$ cat config.mk
export PLATFORM = sky130hd
export DESIGN_NAME = hazard_scoreboard
export DESIGN_NICKNAME = d
export VERILOG_FILES = /design/src/rtl/hazard_scoreboard.sv
export SDC_FILE = /design/constraint.sdc
export NUM_CORES = 1
export LEC_CHECK = 0
export ABC_AREA = 1
export ABC_CLOCK_PERIOD_IN_PS = 3000
export BUFFER_PORTS_ARGS = -buffer_cell sky130_fd_sc_hd__buf_2
export CAP_MARGIN = 20
export CORE_UTILIZATION = 56
export CTS_BUF_LIST = sky130_fd_sc_hd__clkbuf_4 sky130_fd_sc_hd__clkbuf_8
export CTS_CLUSTER_SIZE = 24
export DETAILED_ROUTE_END_ITERATION = 8
export GPL_ROUTABILITY_DRIVEN = 0
export PLACE_DENSITY = 0.87
export SLEW_MARGIN = 20
export SYNTH_ARGS = -nofsm -noshare
export SYNTH_HDL_FRONTEND = slang
export SYNTH_SLANG_ARGS = --single-unit
$ cat constraint.sdc
create_clock -name clk -period 3 [get_ports clk]
set_input_delay 0.6 -clock clk [delete_from_list [all_inputs] [get_ports clk]]
set_output_delay 0.6 -clock clk [all_outputs]
set_load 0.01 [all_outputs]
$ cat src/rtl/hazard_scoreboard.sv
// -----------------------------------------------------------------------------
// hazard_scoreboard
//
// Purpose
//   Stall/forward unit for the D stage of a 5-stage MIPS pipeline. The decoder
//   supplies, for the instruction currently in D, the cycles until each source
//   register is needed (Tuse) and the cycles until its own result exists (Tnew).
//   The unit tracks the destination of every in-flight instruction for DEPTH
//   stages after D, and raises a stall when a source would be consumed before
//   its producer has it. It also picks a forwarding source per read port and
//   runs a busy counter for the multi-cycle mult/div unit. While that counter
//   runs, any HI/LO user waits in D.
//
// Flow control
//   D is a single-entry holding stage. An instruction in D leaves it (issues)
//   on a rising edge only when d_valid=1, stall=0 and flush=0. Whenever it does
//   not issue, a bubble (addr 0, tnew 0) enters E and D keeps its contents.
//   flush outranks issue. stall is still reported during flush, and the PC
//   logic upstream decides what to do with it.
//
// Ports
//   clk         in   rising-edge clock
//   reset       in   asynchronous, active-high; clears all state
//   d_valid     in   D holds a real instruction
//   d_rs_addr   in   GRF read port 1 address
//   d_rs_tuse   in   cycles until the rs value is needed; all-ones = unused
//   d_rt_addr   in   GRF read port 2 address
//   d_rt_tuse   in   as d_rs_tuse, for rt
//   d_wr_addr   in   destination register; 0 = no write
//   d_wr_tnew   in   cycles after entering E until the result is available
//   d_md_use    in   instruction reads or writes HI/LO
//   d_md_start  in   00 none, 01 mult, 10 div, 11 reserved (treated as none)
//   flush       in   kill the D instruction this cycle
//   stall       out  freeze PC and D register (combinational)
//   fwd_rs_sel  out  0 = GRF value, k = forward from in-flight slot k
//   fwd_rt_sel  out  as fwd_rs_sel, for rt
//   md_busy     out  mult/div unit busy (decoded from the count register)
// -----------------------------------------------------------------------------
module hazard_scoreboard #(
  parameter int DEPTH    = 3,
  parameter int TNEW_W   = 2,
  parameter int MULT_CYC = 5,
  parameter int DIV_CYC  = 10,
  parameter int SEL_W    = 2
) (
  input  logic              clk,
  input  logic              reset,
  input  logic              d_valid,
  input  logic [4:0]        d_rs_addr,
  input  logic [TNEW_W-1:0] d_rs_tuse,
  input  logic [4:0]        d_rt_addr,
  input  logic [TNEW_W-1:0] d_rt_tuse,
  input  logic [4:0]        d_wr_addr,
  input  logic [TNEW_W-1:0] d_wr_tnew,
  input  logic              d_md_use,
  input  logic [1:0]        d_md_start,
  input  logic              flush,
  output logic              stall,
  output logic [SEL_W-1:0]  fwd_rs_sel,
  output logic [SEL_W-1:0]  fwd_rt_sel,
  output logic              md_busy
);

  // The counter must hold the longer of the two latencies.
  localparam int MAX_CYC = (DIV_CYC > MULT_CYC) ? DIV_CYC : MULT_CYC;
  localparam int CNT_W   = $clog2(MAX_CYC + 1);

  // In-flight writer slots; index 1 is E, DEPTH is the oldest tracked stage.
  logic [4:0]        slot_addr [1:DEPTH];
  logic [TNEW_W-1:0] slot_tnew [1:DEPTH];

  logic [CNT_W-1:0]  md_cnt;

  logic              issue;
  logic              md_stall;

  // Per read port lookup results; index 0 = rs, 1 = rt.
  logic [4:0]        rd_addr [2];
  logic [TNEW_W-1:0] rd_tuse [2];
  logic [1:0]        rd_hit;
  logic [SEL_W-1:0]  rd_slot [2];
  logic [TNEW_W-1:0] rd_tnew [2];
  logic [1:0]        hazard;
  logic [SEL_W-1:0]  rd_fwd  [2];

  assign rd_addr[0] = d_rs_addr;
  assign rd_addr[1] = d_rt_addr;
  assign rd_tuse[0] = d_rs_tuse;
  assign rd_tuse[1] = d_rt_tuse;

  // ---------------------------------------------------------------------------
  // Slot lookup. The loop runs oldest to youngest, so the last hit written is
  // the youngest writer, which shadows any older writer of the same register.
  // Register 0 is hard-wired and never matches.
  // ---------------------------------------------------------------------------
  always_comb begin
    for (int p = 0; p < 2; p++) begin
      rd_hit[p]  = 1'b0;
      rd_slot[p] = '0;
      rd_tnew[p] = '0;
      for (int k = DEPTH; k >= 1; k--) begin
        if ((rd_addr[p] != 5'd0) && (slot_addr[k] == rd_addr[p])) begin
          rd_hit[p]  = 1'b1;
          rd_slot[p] = SEL_W'(k);
          rd_tnew[p] = slot_tnew[k];
        end
      end
    end
  end

  // ---------------------------------------------------------------------------
  // Hazard and forward decode. A producer whose tnew is still above the
  // consumer's tuse cannot deliver in time, so D stalls. A producer with
  // tnew 0 already holds its result and is forwarded directly. For
  // 0 < tnew <= tuse the value is not ready yet but will be before it is
  // needed, so D reports GRF here and a later stage's mux picks up the
  // forward.
  // ---------------------------------------------------------------------------
  always_comb begin
    for (int p = 0; p < 2; p++) begin
      hazard[p] = rd_hit[p] && (rd_tnew[p] > rd_tuse[p]);
      rd_fwd[p] = (rd_hit[p] && (rd_tnew[p] == '0)) ? rd_slot[p] : '0;
    end
  end

  assign fwd_rs_sel = rd_fwd[0];
  assign fwd_rt_sel = rd_fwd[1];

  // The counter loads as the start instruction issues, so no start is ever
  // pending in E uncounted; md_busy alone covers the HI/LO interlock.
  assign md_busy  = (md_cnt != '0);
  assign md_stall = d_md_use & md_busy;

  assign stall = d_valid & (hazard[0] | hazard[1] | md_stall);
  assign issue = d_valid & ~stall & ~flush;

  // ---------------------------------------------------------------------------
  // Slot shift register. E receives the issuing instruction or a bubble; older
  // slots age by one cycle, with tnew saturating at 0. The oldest slot drops.
  // ---------------------------------------------------------------------------
  always_ff @(posedge clk or posedge reset) begin
    if (reset) begin
      for (int k = 1; k <= DEPTH; k++) begin
        slot_addr[k] <= '0;
        slot_tnew[k] <= '0;
      end
    end else begin
      if (issue) begin
        slot_addr[1] <= d_wr_addr;
        slot_tnew[1] <= d_wr_tnew;
      end else begin
        slot_addr[1] <= '0;
        slot_tnew[1] <= '0;
      end
      for (int k = 2; k <= DEPTH; k++) begin
        slot_addr[k] <= slot_addr[k-1];
        slot_tnew[k] <= (slot_tnew[k-1] == '0) ? '0 : slot_tnew[k-1] - 1'b1;
      end
    end
  end

  // ---------------------------------------------------------------------------
  // Mult/div busy counter. A start only counts when its instruction actually
  // issues; a flushed or stalled start is ignored. Code 11 is treated as none.
  // ---------------------------------------------------------------------------
  always_ff @(posedge clk or posedge reset) begin
    if (reset) begin
      md_cnt <= '0;
    end else if (issue && (d_md_start == 2'b01)) begin
      md_cnt <= CNT_W'(MULT_CYC);
    end else if (issue && (d_md_start == 2'b10)) begin
      md_cnt <= CNT_W'(DIV_CYC);
    end else if (md_cnt != '0) begin
      md_cnt <= md_cnt - 1'b1;
    end
  end

endmodule
# Yosys cells after proc, flatten, opt, wreduce, memory -nomap -nowiden
# Cells that the tools add are included.
[totals] regBits=25 in_bits=28 output_inout_bits=6 wordCells=75
[op_classes] n_addsub=3 order_cmp=2 n_eq_ne=8 muxes=27 n_bitwise=8 n_reduce_logical=20
[op_table] operator="two-way mux 2 bit" count=17
[op_table] operator="equality test 5 bit" count=6
[op_table] operator="logical AND 1 bit" count=12
[op_table] operator="two-way mux 4 bit" count=3
[op_table] operator="nonzero test 5 bit" count=2
[op_table] operator="zero test 2 bit" count=4
[op_table] operator="two-way mux 1 bit" count=6
[op_table] operator="two-way mux 5 bit" count=1
[op_table] operator="bitwise AND 1 bit" count=4
[op_table] operator="> comparator 2 bit" count=2
[op_table] operator="nonzero test 4 bit" count=1
[op_table] operator="subtractor 2 x 1 -> 2 bit, second input constant" count=2
[op_table] operator="subtractor 4 x 1 -> 4 bit, second input constant" count=1
[op_table] operator="nonzero test 3 bit" count=1
[op_table] operator="equality test 2 x 1 -> 1 bit, second input constant" count=1
[op_table] operator="equality test 2 bit, second input constant" count=1
[op_table] operator="inverter 1 bit" count=2
[op_table] operator="OR 1 bit" count=2

# Logic depth before layout (Yosys ltp)
[logic_depth] word_depth=16 depth_mapped=19 ltp_nobuf=19

# Worst setup path after synthesis
# OpenSTA, ideal clock, no wires.
[synth_path] path_kind="input-to-output" startpoint="in d_rt_addr[0]" endpoint="out stall" arrival_ps=2228 required_time_ps=2400 slack_ps=172 cell_stages=16 n_path_buf=0 cell_sequence="or2_1 -> nor2_2 -> inv_1 -> nand3_2 -> inv_1 -> a21oi_1 -> nand2_1 -> o21ai_1 -> inv_1 -> ha_1 -> a21oi_1 -> a21oi_1 -> nand2_2 -> nand2_1 -> nand2_1 -> inv_1"
[synth_between] elab_chain_len=10 word_cells_on_any_way=18 classes_between="1 x order compare; 3 x eq/ne; 6 x mux; 3 x bitwise; 5 x reduce/logical"
[synth_rtl] item="start, declared" line="51" rtl="input logic [4:0] d_rt_addr,"
[synth_rtl] item="equality test 5 bit / nonzero test 5 bit (equally long branches)" line="102" rtl="if ((rd_addr[p] != 5'd0) && (slot_addr[k] == rd_addr[p])) begin"
[synth_rtl] item="logical AND 1 bit" line="102"
[synth_rtl] item="two-way mux 2 bit (3 in a row)" line="102"
[synth_rtl] item="> comparator 2 bit" line="121" rtl="hazard[p] = rd_hit[p] && (rd_tnew[p] > rd_tuse[p]);"
[synth_rtl] item="logical AND 1 bit (*)" line="121"
[synth_rtl] item="OR 1 bit (*) (2 in a row)" line="134" rtl="assign stall = d_valid & (hazard[0] | hazard[1] | md_stall);"
[synth_rtl] item="bitwise AND 1 bit (*)" line="134"
[synth_rtl] item="end, declared" line="58" rtl="output logic stall,"
# Mark *: on every way between the ends. The rest lies on a longest branch, timed or not.

# Final worst setup path
[layout_path] startpoint="in d_rs_addr[4]" endpoint="out stall"
[layout_between] elab_chain_len=10 word_cells_on_any_way=18 classes_between="1 x order compare; 3 x eq/ne; 6 x mux; 3 x bitwise; 5 x reduce/logical"
[layout_rtl] item="start, declared" line="49" rtl="input logic [4:0] d_rs_addr,"
[layout_rtl] item="equality test 5 bit / nonzero test 5 bit (equally long branches)" line="102"
[layout_rtl] item="logical AND 1 bit" line="102"
[layout_rtl] item="two-way mux 2 bit (3 in a row)" line="102"
[layout_rtl] item="> comparator 2 bit" line="121"
[layout_rtl] item="logical AND 1 bit (*)" line="121"
[layout_rtl] item="OR 1 bit (*) (2 in a row)" line="134"
[layout_rtl] item="bitwise AND 1 bit (*)" line="134"
# Marked as above.

==> impl_results.md <==
- Outcome: finished, violations left
- Violated checks: setup timing
- RSZ-0062 raised after global routing: yes
- Worst Setup Path Type: input port to output pin
- Largest net degree at the start of global routing: 26
- Switching Share: 41.2%
- First-pass GRT wire length: ~9 mm
- DR WL/cell: 22.7 um
- Mapped Avg Cell Area: 7.47 um2
- Antenna viol nets, final: 0
- FF+latch count, synth: 25
- Hold Crit Class: input port to register
- CP max stage delay: 0.20 ns
- Area grow syn2layout: 51.8%
- Gr usage total: 37.1%
- Min-Delay Path Depth: 3
- CP Capture Type: output pin
- Drt drc: 0
- Max-slew violation count: 0
- Max cap viols: 0
- Element type at the critical path start: input port
- Setup violators final: 13
- Clock Tree Buf Depth: 2
- Pwr per Cell Area: approximately 420 nW/um2
- # H-tree levels: 1
- Vias in the first global route: 1,866
- # diodes: 0
- Post-Syn Nets: 254
- Clk_skew: 0.00480 ns
- Core region area: 2760 um2
- Clock power share: 15.3%
- Min Tclk post-route: 3.50 ns
- First DRT Iteration DRCs: 263
- DRT Pass-1 Iters: 7
- Largest fanout on the critical path: 5
- Hold Vio Cnt, Final: 0
- DP HPWL: 2.83 mm
- Cells after Synth: 220
- CTS tree: yes
- Slew @ Worst Pin: between 1 and 1.5 ns
- Arrival @ worst endpoint: 2.90 ns
- Via count: between 2,000 and 2,500
- Initial antenna violation count: 0
- Share of cells above drive strength 1: 48.5%
- Max IR drop VDD: 0.522 mV
- Non-Filler Instances: 334
- CP cell instances: clkbuf_4, nor2_2, nand3_1, nand2_1, inv_2, nand3_4, inv_2, buf_4, a21oi_2, nand2_2, o21ai_2, ha_2, inv_2, a21oi_4, a21oi_2, a21oi_2, nand2_1, nand2_1, inv_1, buf_2
- CTS sink cnt: 25
- Skew-Pair Late Insertion Delay: 0.33 ns
- Cell Area, Synth: 1640 um2
- Design area: 2490 um2
- FF-to-FF path depth: 22
- Slowest-stage cell, CP: ha_2
- Effective utilization at floorplan: 59.6%
- Worst slew margin: 31.9%
- Maximum clock frequency: 286 MHz
- Total grt overflow: 0
- Share of total power in sequential cells: 39.8%
- Period utilization: 117%
- IO Count: 34
- Die Width: 56.2 um
- FILL cells: 103
- Die Ht: approximately 56 um
- Clock-pin slew on the worst setup and hold paths: 0.15 ns
- Nets: 338
- Post-Place Cells: 300
- Final worst slack: -0.499 ns
- Comb pwr share: 44.9%
- Sequential share of the synthesized area: 38.1%
- Pint: 0.622 mW
- Die ar.: around 3200 um2
- Via density: 6.31
- Port Buffers: 33
- Required time of the critical path: 2.40 ns
- Netlist cell types: 22
- Inserted Clock Buffers: 3
- Pleak: 1.39 nW
- Synth warn: 0
- Root Driver: clkbuf_4
- Site row count: 19
- Final WL: 7.59 mm
- Sw Pwr: 0.435 mW
- DP Area: 1970 um2
## path summary, 6_finish.rpt
| path | startpoint | endpoint | slack (ns) |
|---|---|---|---|
| max | d_rs_addr[4] | stall | -0.50 |
| min | d_wr_tnew[0] | slot_tnew[4] | 0.46 |
| max reg2reg | slot_addr[7] | md_cnt[2] | -0.19 |
| min reg2reg | slot_addr[5] | slot_addr[0] | 0.48 |
| max in group asynchronous | reset | slot_addr[5] | 1.88 |
| min in group asynchronous | reset | slot_addr[11] | 0.50 |
## cell usage after synthesis
cell     number  area, um2
nor2_1       36        135
nand4_4       1       21.3
nand2_4       1       11.3
nand2_1      50        188
ha_1          6       75.1
nand3_2       2       20.0
dfrtp_1      25        626
xnor2_1      18        158
inv_2         1       3.75
o21ai_1       1       5.00
nand2_2       2       12.5
xor2_1       10       87.6
nor2_4        1       11.3
a21oi_1      11       55.1
inv_1        40        150
or2_1         1       6.26
nor2_2        2       12.5
nand3_1       5       25.0
o21ai_2       1       8.76
o21ai_0       4       20.0
a31oi_1       1       6.26
nand4_1       1       6.26
## metal layers
layer	part of all wire [%]	wire, um	track usage (%)	vias to the layer above
li1	-	-	-	820
met1	35	2650	45.5	965
met2	44	3360	63.4	248
met3	12	909	5.81	75
met4	8.7	661	17.8	0
met5	0	0	0	-
## flip-flops by register name, summed over array words and instances (netlist names)
register / count
slot_addr: 15
slot_tnew: 6
md_cnt: 4
## kinds of logic after synthesis
| kind of cell | count (synthesis) | share of synthesized area [%] |
|---|---|---|
| buf+inv | 41 | 9.36 |
| xor+xnor | 28 | 14.9 |
| compound gates | 18 | 5.78 |
| flops | 25 | 38.1 |
| simple gates | 102 | 27.3 |
| fa+ha+maj | 6 | 4.57 |
## cell usage in the layout (no fill, tap or decap), drive strengths merged, types with 2 or more instances in the layout
master / instances
a21oi: 11
buf: 78
clkbuf: 4
dfrtp: 25
ha: 6
inv: 41
nand2: 53
nand3: 7
nand4: 2
nor2: 39
o21ai: 6
xnor2: 18
xor2: 10
## per-stage QoR
stage	TNS [ns]	setup slack [ns]	total power [mW]	utilization (%)	hold WS [ns]
after floorplan	0	0.172	0.619	-	0.409
after global placement	-0.162	-0.162	0.692	71.4	0.424
after detailed placement	-0.236	-0.236	0.707	71.4	0.428
after CTS	-0.0656	-0.0656	0.898	82.0	0.459
after global routing	-2.94	-0.562	1.09	90.5	0.467
final	-2.42	-0.499	1.06	90.5	0.463
## power groups by stage
stage / combinational [mW] / sequential, mW / clock, mW
floorplan: 0.214 / 0.405 / 0
global placement: 0.281 / 0.410 / 0
finish: 0.475 / 0.421 / 0.162
CTS: 0.341 / 0.405 / 0.151
global route: 0.499 / 0.420 / 0.169
detailed placement: 0.295 / 0.413 / 0
## timing repair
action | in CTS | in global routing
setup buffers | 24 | 11
pin swaps | 15 | 32
hold buffers | 0 | 0
resized for setup | 24 | 50
setup endpoints to repair | 1 | 14
## area by class of cell
cell class / instances / area [um2] / share of cell area (%)
clock buffer: 3 / 22.5 / 0.903
clock inverter: 1 / 5.00 / 0.201
inverter: 41 / 159 / 6.37
multi-input combinational: 154 / 1070 / 43.0
sequential: 25 / 626 / 25.1
tap: 31 / 38.8 / 1.55
timing repair buffer: 79 / 572 / 22.9
## worst max-delay path, delay by kind of cell
kind	cells	cell delay (ns)
compound gates	5	0.63
simple gates	7	0.78
buf+inv	7	0.67
fa+ha+maj	1	0.20
No activity file was read; power rests on OpenSTA's default activity.
